`config.mk`:
```
export PLATFORM = sky130hd
export DESIGN_NAME = start_req_feeder_flat
export DESIGN_NICKNAME = d
export VERILOG_FILES = /design/src/rtl/start_feeder_pkg.sv /design/src/rtl/start_req_feeder_if.sv /design/src/rtl/start_feeder_fifo.sv /design/src/rtl/start_req_feeder.sv /design/src/flat_wrapper.sv
export SDC_FILE = /design/constraint.sdc
export NUM_CORES = 1
export LEC_CHECK = 0
export BUFFER_PORTS_ARGS = -buffer_cell sky130_fd_sc_hd__buf_2
export CORE_MARGIN = 1.5
export CORE_UTILIZATION = 60
export CTS_BUF_LIST = sky130_fd_sc_hd__clkbuf_8 sky130_fd_sc_hd__clkbuf_16
export DETAILED_ROUTE_END_ITERATION = 10
export PLACE_DENSITY = 0.84
export SLEW_MARGIN = 20
export SYNTH_ARGS = -nofsm -noshare
export SYNTH_HDL_FRONTEND = slang
export SYNTH_HIERARCHICAL = 1
export SYNTH_SLANG_ARGS = --single-unit
```
`constraint.sdc`:
```
create_clock -name CLK -period 5.5 [get_ports CLK]
set_input_delay 1.375 -clock CLK [delete_from_list [all_inputs] [get_ports CLK]]
set_output_delay 1.375 -clock CLK [all_outputs]
set_load 0.01 [all_outputs]
```
`src/rtl/start_feeder_pkg.sv`:
```
// Shared types for the start(a,b) request feeder: FSM states, buffered entry, counter limit.
// Ports: none (package only).
// Imported by start_req_feeder and start_feeder_fifo users.
package start_feeder_pkg;

   // Operand width of the attached design's start/variable_check methods.
   localparam int OP_W = 5;

   // Ceiling for the optional saturating statistics counters.
   localparam logic [15:0] SAT_MAX = 16'hFFFF;

   typedef enum logic [1:0] {
      IDLE  = 2'd0,
      ISSUE = 2'd1,
      CHECK = 2'd2
   } state_t;

   // One buffered request: start operands plus the variable_check argument.
   typedef struct packed {
      logic [OP_W-1:0] a;
      logic [OP_W-1:0] b;
      logic [OP_W-1:0] d;
   } entry_t;

endpackage

```
`src/rtl/start_req_feeder_if.sv`:
```
// Producer, design-method and result signals of the feeder grouped in one bundle.
// slave modport: the feeder itself; master modport: producer plus design side.
// Names match the design's EN/RDY method ports.
interface start_req_feeder_if #(
   parameter int W = 5
);
   logic [W-1:0] in_a;
   logic [W-1:0] in_b;
   logic [W-1:0] in_d;
   logic         in_valid;
   logic         in_ready;
   logic [W-1:0] start_a;
   logic [W-1:0] start_b;
   logic         EN_start;
   logic         RDY_start;
   logic [W-1:0] variable_check_d;
   logic         EN_variable_check;
   logic         RDY_variable_check;
   logic [W-1:0] variable_check;
   logic [W-1:0] res_data;
   logic         res_valid;
   logic         busy;

   modport slave (
      input  in_a, in_b, in_d, in_valid, RDY_start, RDY_variable_check, variable_check,
      output in_ready, start_a, start_b, EN_start, variable_check_d, EN_variable_check,
             res_data, res_valid, busy
   );

   modport master (
      output in_a, in_b, in_d, in_valid, RDY_start, RDY_variable_check, variable_check,
      input  in_ready, start_a, start_b, EN_start, variable_check_d, EN_variable_check,
             res_data, res_valid, busy
   );
endinterface

```
`src/rtl/start_feeder_fifo.sv`:
```
// Generic DW x DEPTH FIFO; registered pointers with an extra wrap bit, read data from head.
// Latency: a push is visible at the head (empty=0) one cycle later.
// Backpressure: caller must gate push with !full and pop with !empty.
module start_feeder_fifo #(
   parameter int DW    = 15,
   parameter int DEPTH = 4
) (
   input  logic          clk,
   input  logic          rst_n,
   input  logic          push,
   input  logic [DW-1:0] push_dat,
   input  logic          pop,
   output logic [DW-1:0] pop_dat,
   output logic          full,
   output logic          empty
);
   localparam int AW = $clog2(DEPTH);

   logic [DW-1:0] mem [DEPTH];
   logic [AW:0]   wr_ptr;
   logic [AW:0]   rd_ptr;

   always_ff @(posedge clk or negedge rst_n) begin
      if (!rst_n) begin
         wr_ptr <= '0;
         rd_ptr <= '0;
      end else begin
         if (push) wr_ptr <= wr_ptr + 1'b1;
         if (pop)  rd_ptr <= rd_ptr + 1'b1;
      end
   end

   // Storage needs no reset: the pointers define which entries are live.
   always_ff @(posedge clk) begin
      if (push) mem[wr_ptr[AW-1:0]] <= push_dat;
   end

   assign pop_dat = mem[rd_ptr[AW-1:0]];
   assign empty   = (wr_ptr == rd_ptr);
   // Same slot index but different lap means the writer is a full lap ahead.
   assign full    = (wr_ptr[AW] != rd_ptr[AW]) && (wr_ptr[AW-1:0] == rd_ptr[AW-1:0]);
endmodule

```
`src/rtl/start_req_feeder.sv`:
```
// Buffers {a,b,d} pairs, calls the design's start(a,b) then variable_check(d) and captures the result.
// Latency: push to EN_start 2 cycles, result (res_valid) 2 cycles later; one pair per 3 cycles max.
// Backpressure: in_ready = FIFO not full; RDY_start/RDY_variable_check low stall the FSM in place.
// Ports: CLK, RST_N (async active-low), bus (slave modport: producer in_*, design method
// signals, res_data/res_valid, busy). With START_FEEDER_STATS_EN defined, adds
// pair_count and stall_cycles (16-bit saturating counters).
module start_req_feeder
   import start_feeder_pkg::*;
#(
   parameter int W     = OP_W,   // entry_t layout is sized by OP_W; keep W equal to it
   parameter int DEPTH = 4
) (
   input  logic              CLK,
   input  logic              RST_N,
   start_req_feeder_if.slave bus
`ifdef START_FEEDER_STATS_EN
   ,
   output logic [15:0]       pair_count,
   output logic [15:0]       stall_cycles
`endif
);
   state_t         state;
   state_t         state_nxt;
   entry_t         hold;
   logic           fifo_full;
   logic           fifo_empty;
   logic           fifo_push;
   logic           fifo_pop;
   logic [3*W-1:0] fifo_head;
   logic           en_start;
   logic           en_check;

   assign bus.in_ready = !fifo_full;
   assign fifo_push    = bus.in_valid && !fifo_full;
   // Head is only consumed from IDLE, so at most one pair is ever held outside the FIFO.
   assign fifo_pop     = (state == IDLE) && !fifo_empty;

   start_feeder_fifo #(
      .DW    (3*W),
      .DEPTH (DEPTH)
   ) u_fifo (
      .clk      (CLK),
      .rst_n    (RST_N),
      .push     (fifo_push),
      .push_dat ({bus.in_a, bus.in_b, bus.in_d}),
      .pop      (fifo_pop),
      .pop_dat  (fifo_head),
      .full     (fifo_full),
      .empty    (fifo_empty)
   );

   always_ff @(posedge CLK or negedge RST_N) begin
      if (!RST_N) begin
         state         <= IDLE;
         hold          <= '0;
         bus.res_data  <= '0;
         bus.res_valid <= 1'b0;
      end else begin
         state         <= state_nxt;
         if (fifo_pop) hold <= fifo_head;
         if (en_check) bus.res_data <= bus.variable_check;
         bus.res_valid <= en_check;
      end
   end

   // EN_* follow RDY combinationally, so a method never fires without its RDY
   // and ISSUE/CHECK are exclusive states, so the two enables never overlap.
   always_comb begin
      state_nxt = state;
      en_start  = 1'b0;
      en_check  = 1'b0;
      case (state)
         IDLE: begin
            if (!fifo_empty) state_nxt = ISSUE;
         end
         ISSUE: begin
            en_start = bus.RDY_start;
            if (bus.RDY_start) state_nxt = CHECK;
         end
         CHECK: begin
            en_check = bus.RDY_variable_check;
            if (bus.RDY_variable_check) state_nxt = IDLE;
         end
         default: state_nxt = IDLE;
      endcase
   end

   assign bus.EN_start          = en_start;
   assign bus.EN_variable_check = en_check;
   assign bus.start_a           = hold.a;
   assign bus.start_b           = hold.b;
   assign bus.variable_check_d  = hold.d;
   assign bus.busy              = (state != IDLE) || !fifo_empty;

`ifdef START_FEEDER_STATS_EN
   logic stall_now;
   assign stall_now = ((state == ISSUE) && !bus.RDY_start) ||
                      ((state == CHECK) && !bus.RDY_variable_check);

   always_ff @(posedge CLK or negedge RST_N) begin
      if (!RST_N) begin
         pair_count   <= '0;
         stall_cycles <= '0;
      end else begin
         if (en_check && (pair_count != SAT_MAX))    pair_count   <= pair_count + 1'b1;
         if (stall_now && (stall_cycles != SAT_MAX)) stall_cycles <= stall_cycles + 1'b1;
      end
   end
`endif
endmodule

```
`src/flat_wrapper.sv`:
```
// flat-port wrapper written by rule: the top's interface ports become plain ports
module start_req_feeder_flat import start_feeder_pkg::*;
#(
   parameter int W     = OP_W,                                                         
   parameter int DEPTH = 4
)
  (CLK, RST_N, bus_in_a, bus_in_b, bus_in_d, bus_in_valid, bus_RDY_start, bus_RDY_variable_check, bus_variable_check, bus_in_ready, bus_start_a, bus_start_b, bus_EN_start, bus_variable_check_d, bus_EN_variable_check, bus_res_data, bus_res_valid, bus_busy);
  start_req_feeder_if #(.W(W)) bus_i ();
  input  logic CLK;
  input  logic RST_N;
  input wire logic [$bits(bus_i.in_a)-1:0] bus_in_a;
  input wire logic [$bits(bus_i.in_b)-1:0] bus_in_b;
  input wire logic [$bits(bus_i.in_d)-1:0] bus_in_d;
  input wire logic [$bits(bus_i.in_valid)-1:0] bus_in_valid;
  input wire logic [$bits(bus_i.RDY_start)-1:0] bus_RDY_start;
  input wire logic [$bits(bus_i.RDY_variable_check)-1:0] bus_RDY_variable_check;
  input wire logic [$bits(bus_i.variable_check)-1:0] bus_variable_check;
  output wire logic [$bits(bus_i.in_ready)-1:0] bus_in_ready;
  output wire logic [$bits(bus_i.start_a)-1:0] bus_start_a;
  output wire logic [$bits(bus_i.start_b)-1:0] bus_start_b;
  output wire logic [$bits(bus_i.EN_start)-1:0] bus_EN_start;
  output wire logic [$bits(bus_i.variable_check_d)-1:0] bus_variable_check_d;
  output wire logic [$bits(bus_i.EN_variable_check)-1:0] bus_EN_variable_check;
  output wire logic [$bits(bus_i.res_data)-1:0] bus_res_data;
  output wire logic [$bits(bus_i.res_valid)-1:0] bus_res_valid;
  output wire logic [$bits(bus_i.busy)-1:0] bus_busy;
  assign bus_i.in_a = bus_in_a;
  assign bus_i.in_b = bus_in_b;
  assign bus_i.in_d = bus_in_d;
  assign bus_i.in_valid = bus_in_valid;
  assign bus_i.RDY_start = bus_RDY_start;
  assign bus_i.RDY_variable_check = bus_RDY_variable_check;
  assign bus_i.variable_check = bus_variable_check;
  assign bus_in_ready = bus_i.in_ready;
  assign bus_start_a = bus_i.start_a;
  assign bus_start_b = bus_i.start_b;
  assign bus_EN_start = bus_i.EN_start;
  assign bus_variable_check_d = bus_i.variable_check_d;
  assign bus_EN_variable_check = bus_i.EN_variable_check;
  assign bus_res_data = bus_i.res_data;
  assign bus_res_valid = bus_i.res_valid;
  assign bus_busy = bus_i.busy;
  start_req_feeder #(.W(W), .DEPTH(DEPTH)) u_core (.CLK(CLK), .RST_N(RST_N), .bus(bus_i));
endmodule
```
**Yosys cells after proc, flatten, opt, wreduce, memory -nomap -nowiden**

Memories as Yosys holds them, arrays and structs flattened. A register that Yosys moved wholly into a read port is not among the register bits.
Cells that the tools add are included.

- Register bits after elaboration: 14
- Bits in latches: 0
- Bits in writable memories: 60
- Memory bits (read-only): 0
- Input port bits: 25
- Memories kept: 1

Memory list:

| memory | words | width | rd ports | clocked after memory_dff | write ports | line | text |
|---|---|---|---|---|---|---|---|
| u_core.u_fifo.mem | 4 | 15 | 1 | 1 | 1 | start_feeder_fifo.sv:19 | `logic [DW-1:0] mem [DEPTH];` |

- $add $sub $neg: 2
- Multipliers: 0
- Divide/modulo/power cells: 0
- Order comparisons: 0
- Eq/ne operators: 8
- Shifts and indexed selects: 0
- Mux-type cells: 8
- Bitwise operators: 0
- Reduce and logical (&&, ||, !) cells: 10

Operators by type and width:

| kind | count |
|---|---|
| $add 3x1->3 const B | 2 |
| $mux 2 | 3 |
| $ne 2x2->1 const B | 3 |
| $pmux 2 s3 | 1 |
| $mux 1 | 4 |
| $eq 3x3->1 | 1 |
| $logic_and 1x1->1 | 3 |
| $logic_not 1->1 | 3 |
| $reduce_and 3->1 | 1 |
| $eq 2x1->1 const B | 1 |
| $eq 2x2->1 | 1 |
| $eq 2x2->1 const B | 1 |
| $logic_not 2->1 | 1 |
| $reduce_bool 2->1 | 1 |
| $logic_or 1x1->1 | 1 |
| $ne 1x1->1 | 1 |

**Depth between registers and ports, before layout**

- Depth in word-level cells: 6
- Mapped depth: 8

**Cells and area by module**

Netlist, hierarchy kept.

Modules (own cells, without submodules):

| module | times used | cells an instance | area each (um2) |
|---|---|---|---|
| start_feeder_fifo | 1 | 109 | 2549.9 |
| start_req_feeder | 1 | 56 | 937.1 |

**Worst setup path before layout**

OpenSTA, ideal clock, no wires.

- Path type: in2out
- Start: in bus_RDY_variable_check
- End: out bus_EN_variable_check
- Arrival time: 1701 ps
- Data required time: 4125 ps
- Path slack: 2424 ps
- Stages on the path: 2
- Buffers on the path: 0
- Cell sequence: nand3b_1 inv_1

- Cells in the longest elaborated chain, start to end: 1

Ends and longest elaborated chain:

| item | line | text |
|---|---|---|
| start: declaration | flat_wrapper.sv:16 | `input wire logic [$bits(bus_i.RDY_variable_check)-1:0] bus_RDY_variable_check;` |
| $mux 1 | start_req_feeder.sv:72 | `case (state)` |
| end: declaration | flat_wrapper.sv:23 | `output wire logic [$bits(bus_i.EN_variable_check)-1:0] bus_EN_variable_check;` |

No other way between the ends.

**Worst setup path in the final report**

- Start: reg u_core.u_fifo.rd_ptr[0]
- End: out bus_busy

- Cells in the longest elaborated chain, start to end: 3

Ends and longest elaborated chain:

| item | line | text |
|---|---|---|
| start: declaration | start_feeder_fifo.sv:21 | `logic [AW:0] rd_ptr;` |
| start signal: assignment | start_feeder_fifo.sv:29 | `if (pop) rd_ptr <= rd_ptr + 1'b1;` |
| $eq 3x3->1 | start_feeder_fifo.sv:39 | `assign empty = (wr_ptr == rd_ptr);` |
| named net u_core.fifo_empty | start_req_feeder.sv:26 | `logic fifo_empty;` |
| $logic_not 1->1 | start_req_feeder.sv:93 | `assign bus.busy = (state != IDLE) \|\| !fifo_empty;` |
| $logic_or 1x1->1 | start_req_feeder.sv:93 |  |
| end: declaration | flat_wrapper.sv:26 | `output wire logic [$bits(bus_i.busy)-1:0] bus_busy;` |

The timed path passes the listed nets, and every way through them passes these cells.

==> summary.txt <==
Floorplan
  – Chip width: 79.2 um
  – Die Y: 79.2 um
  – Ports: 50
  – Starting Density: 0.629
  – Die area: 6280 um2
  – CORE AREA: 5540 um2
  – Row count: 27

Setup path
  – Delay-heaviest family, CP: flip-flops
  – Critical Path AT: 2.34 ns
  – Critical path cell sequence: xor2_1, nor3b_1, nand2_1, buf_2
  – CP Max Fanout: 18
  – Critical path class: reg -> out
  – Critical Path RT: 4.12 ns
  – Max incr delay on CP: 1.06 ns
  – Critical Path Start Type: register
  – CP max-delay cell: dfrtp_1
  – Worst Path Buf+Inv: 1
  – CP Capture Type: output pin

Global route
  – Largest net degree at the start of global routing: 30
  – Total track usage: 0.193
  – Initial antenna violation count: 0
  – First-pass GRT wire length: 8540 um
  – GR Overflow Total: 0
  – Vias in the first global route: 1646

Status
  – Status: finished clean

Timing
  – Slew Viols, Final: 0
  – F_max: 269 MHz
  – Worst slew margin: 0.271
  – Fin crit share: 0.676
  – Min Tclk post-route: 3.72 ns
  – Setup violators final: 0
  – Final Hold Fails: 0
  – Post-Route Skew: 0.0117 ns
  – Actual slew at the worst max-slew pin: 1.09 ns
  – Final TNS setup: 0 ns
  – Setup repair after global routing missed its margin: false

Yosys
  – Largest family of logic cells by synthesized area: multiplexers
  – Synth Register Bits: 89
  – Syn Inst Count: 165
  – YS warnings: 6
  – Synth unique cells: 26
  – Synth Area in Adders: 0.0179
  – Synth Area in XOR/XNOR: 0.0176
  – Post-synthesis mux area share: 0.182
  – Synth Area in Compound Gates: 0.00359
  – Seq/Total Area, Yosys: 0.725
  – Syn avg cell area: 21.1 um2
  – Synthesized area: 3490 um2
  – Post-Synth Simple-Gate Area: 0.0323
  – Mapped Nets: 195

Detailed routing
  – 1st-pass router iterations: 4
  – Via count: 1681
  – DRC Markers: 0
  – DRT iter0 DRCs: 119
  – Wire per inst: 18.2 um
  – Vias per inst: 5.66
  – Final ANT Viol Nets: 0
  – Final wirelength: 5410 um

Place
  – Routability congestion estimate: 0.666
  – Port Buffers: 49
  – DP Wirelength: 3250 um

Clocking
  – CTS Buf Count: 9
  – Post-CTS sizing: 0
  – Maximum clock insertion buffer count: 2
  – H-tree lvl count: 3
  – Hold buffer count at CTS: 0
  – CTS tree: yes
  – Clock latency on the worst-skew pair: 0.35 ns
  – Root Driver: clkbuf_8
  – Clock transition at path regs: 0.08 ns
  – Setup bufs post-CTS: 0
  – CTS Sinks: 89

Pwr
  – Pwr Total: 2320 uW
  – Power Internal: 1610 uW
  – Sw frac: 0.305
  – Clock share of power: 0.212
  – Static Leakage: 0.00158 uW
  – PwrDens: 581 nW/um2
  – VDD IR max: 0.323 mV
  – Logic pwr share: 0.316
  – Switching pwr: 707 uW
  – Power share of the sequential group: 0.472

Flow run
  – Maxcap violations: 0

Layout
  – Synthesis-to-finish area growth: 14.3%
  – Ratio of cells with drive above 1 in the final layout: 0.427
  – Most frequent cells in the layout: edfxtp_1 (60), buf_2 (49), dfrtp_1 (29)
  – Most common cell after layout, fill and taps aside: edfxtp_1
  – Fillcell total: 349
  – Final #Nets: 250
  – # diodes: 0

Worst hold path
  – Min-delay worst type: reg -> reg
==> stage by stage <==
step | hold slack (ns) | setup slack (ns) | util | instances | area, um2
2_1_floorplan | 0.462 | 2.42 | - | 165 | 3490
3_3_place_gp | 0.475 | 2.21 | 0.679 | 281 | 3760
3_5_place_dp | 0.485 | 2.15 | 0.679 | 281 | 3760
4_1_cts | 0.501 | 1.77 | 0.720 | 297 | 3990
5_1_grt | 0.521 | 1.63 | 0.720 | 297 | 3990
6_report | 0.505 | 1.78 | 0.720 | 297 | 3990
==> cells by family (layout without fill, tap and decap cells) <==
kind of cell / Yosys count / in the layout
buffers and inverters: 9 / 69
AO/OA/AOI/OAI: 2 / 2
adder cells (fa/ha/maj): 5 / 5
flip-flops: 89 / 89
AND/OR/NAND/NOR: 17 / 17
XOR/XNOR: 7 / 7
multiplexers: 36 / 36
==> metal layers <==
metal	GRT usage	vias up	wire length, um
li1	-	755	-
met1	0.256	863	2420
met2	0.299	51	2650
met3	0.0402	12	214
met4	0.112	0	123
met5	0	-	0
==> final cells by class <==
class / instances / area [um2] / share of cell area
timing repair buffer: 49 / 245 / 0.0615
tap: 72 / 90.1 / 0.0226
clock inverter: 7 / 101 / 0.0254
multi-input combinational: 67 / 883 / 0.222
inverter: 4 / 15.0 / 0.00377
clock buffer: 9 / 124 / 0.0311
sequential: 89 / 2530 / 0.634
==> cell usage after synthesis <==
master | n | area share
buf_2 | 2 | 0.0029
nor2b_1 | 1 | 0.0018
nor3b_1 | 2 | 0.0043
mux2_2 | 12 | 0.039
mux4_1 | 7 | 0.053
xor2_1 | 5 | 0.013
and2b_1 | 1 | 0.0022
dfrtp_1 | 29 | 0.21
o21ai_0 | 1 | 0.0014
and3b_1 | 1 | 0.0025
mux4_2 | 8 | 0.052
a211oi_1 | 1 | 0.0022
inv_1 | 4 | 0.0043
nor3_1 | 1 | 0.0014
nand2_1 | 3 | 0.0032
or2_2 | 1 | 0.0018
buf_6 | 1 | 0.0032
buf_12 | 2 | 0.011
and2_1 | 4 | 0.0072
ha_1 | 5 | 0.018
edfxtp_1 | 60 | 0.52
nor2_1 | 1 | 0.0011
xnor2_1 | 2 | 0.0050
nor3_4 | 1 | 0.0047
nand3b_1 | 1 | 0.0022
mux2_4 | 9 | 0.039
==> power by group through the flow <==
stage                     clock (uW)  sequential [uW]  combinational (uW)
after CTS                        496             1100                 745
after global placement             0             1090                 719
after floorplan                    0             1070                 593
after global routing             522             1120                 798
final                            490             1090                 732
after detailed placement           0             1110                 740
==> path summary, 6_finish.rpt <==
kind	slack (ns)	end	cells after the start	from
min in group asynchronous	1.05	u_core/state[1]	1	RST_N
worst max-delay path	1.78	bus_busy	4	u_core/u_fifo/rd_ptr[0]
worst min-delay path	0.50	u_core/bus.variable_check_d[1]	1	u_core/bus.variable_check_d[1]
worst min register to register	0.50	u_core/bus.variable_check_d[1]	1	u_core/bus.variable_check_d[1]
worst max register to register	2.59	u_core/u_fifo/mem[3][1]	4	u_core/u_fifo/rd_ptr[0]
max in group asynchronous	4.01	u_core/u_fifo/rd_ptr[0]	1	RST_N
==> flip-flops by register name (all words and copies together), names as in the netlist <==
name / cells
u_core/state: 2
u_core/bus.variable_check_d: 5
u_core/bus.start_a: 5
u_core/bus.res_valid: 1
u_core/u_fifo/rd_ptr: 3
u_core/bus.res_data: 5
u_core/u_fifo/wr_ptr: 3
u_core/bus.start_b: 5
u_core/u_fifo/mem: 60
==> worst register-to-register path: stages, from the launching register on <==
cell and delay, ns:
dfrtp_1 1.06, xor2_1 0.24, nor3_1 0.10, nor2b_1 0.36, and2_1 0.77
(Power assumes the default switching activity.)
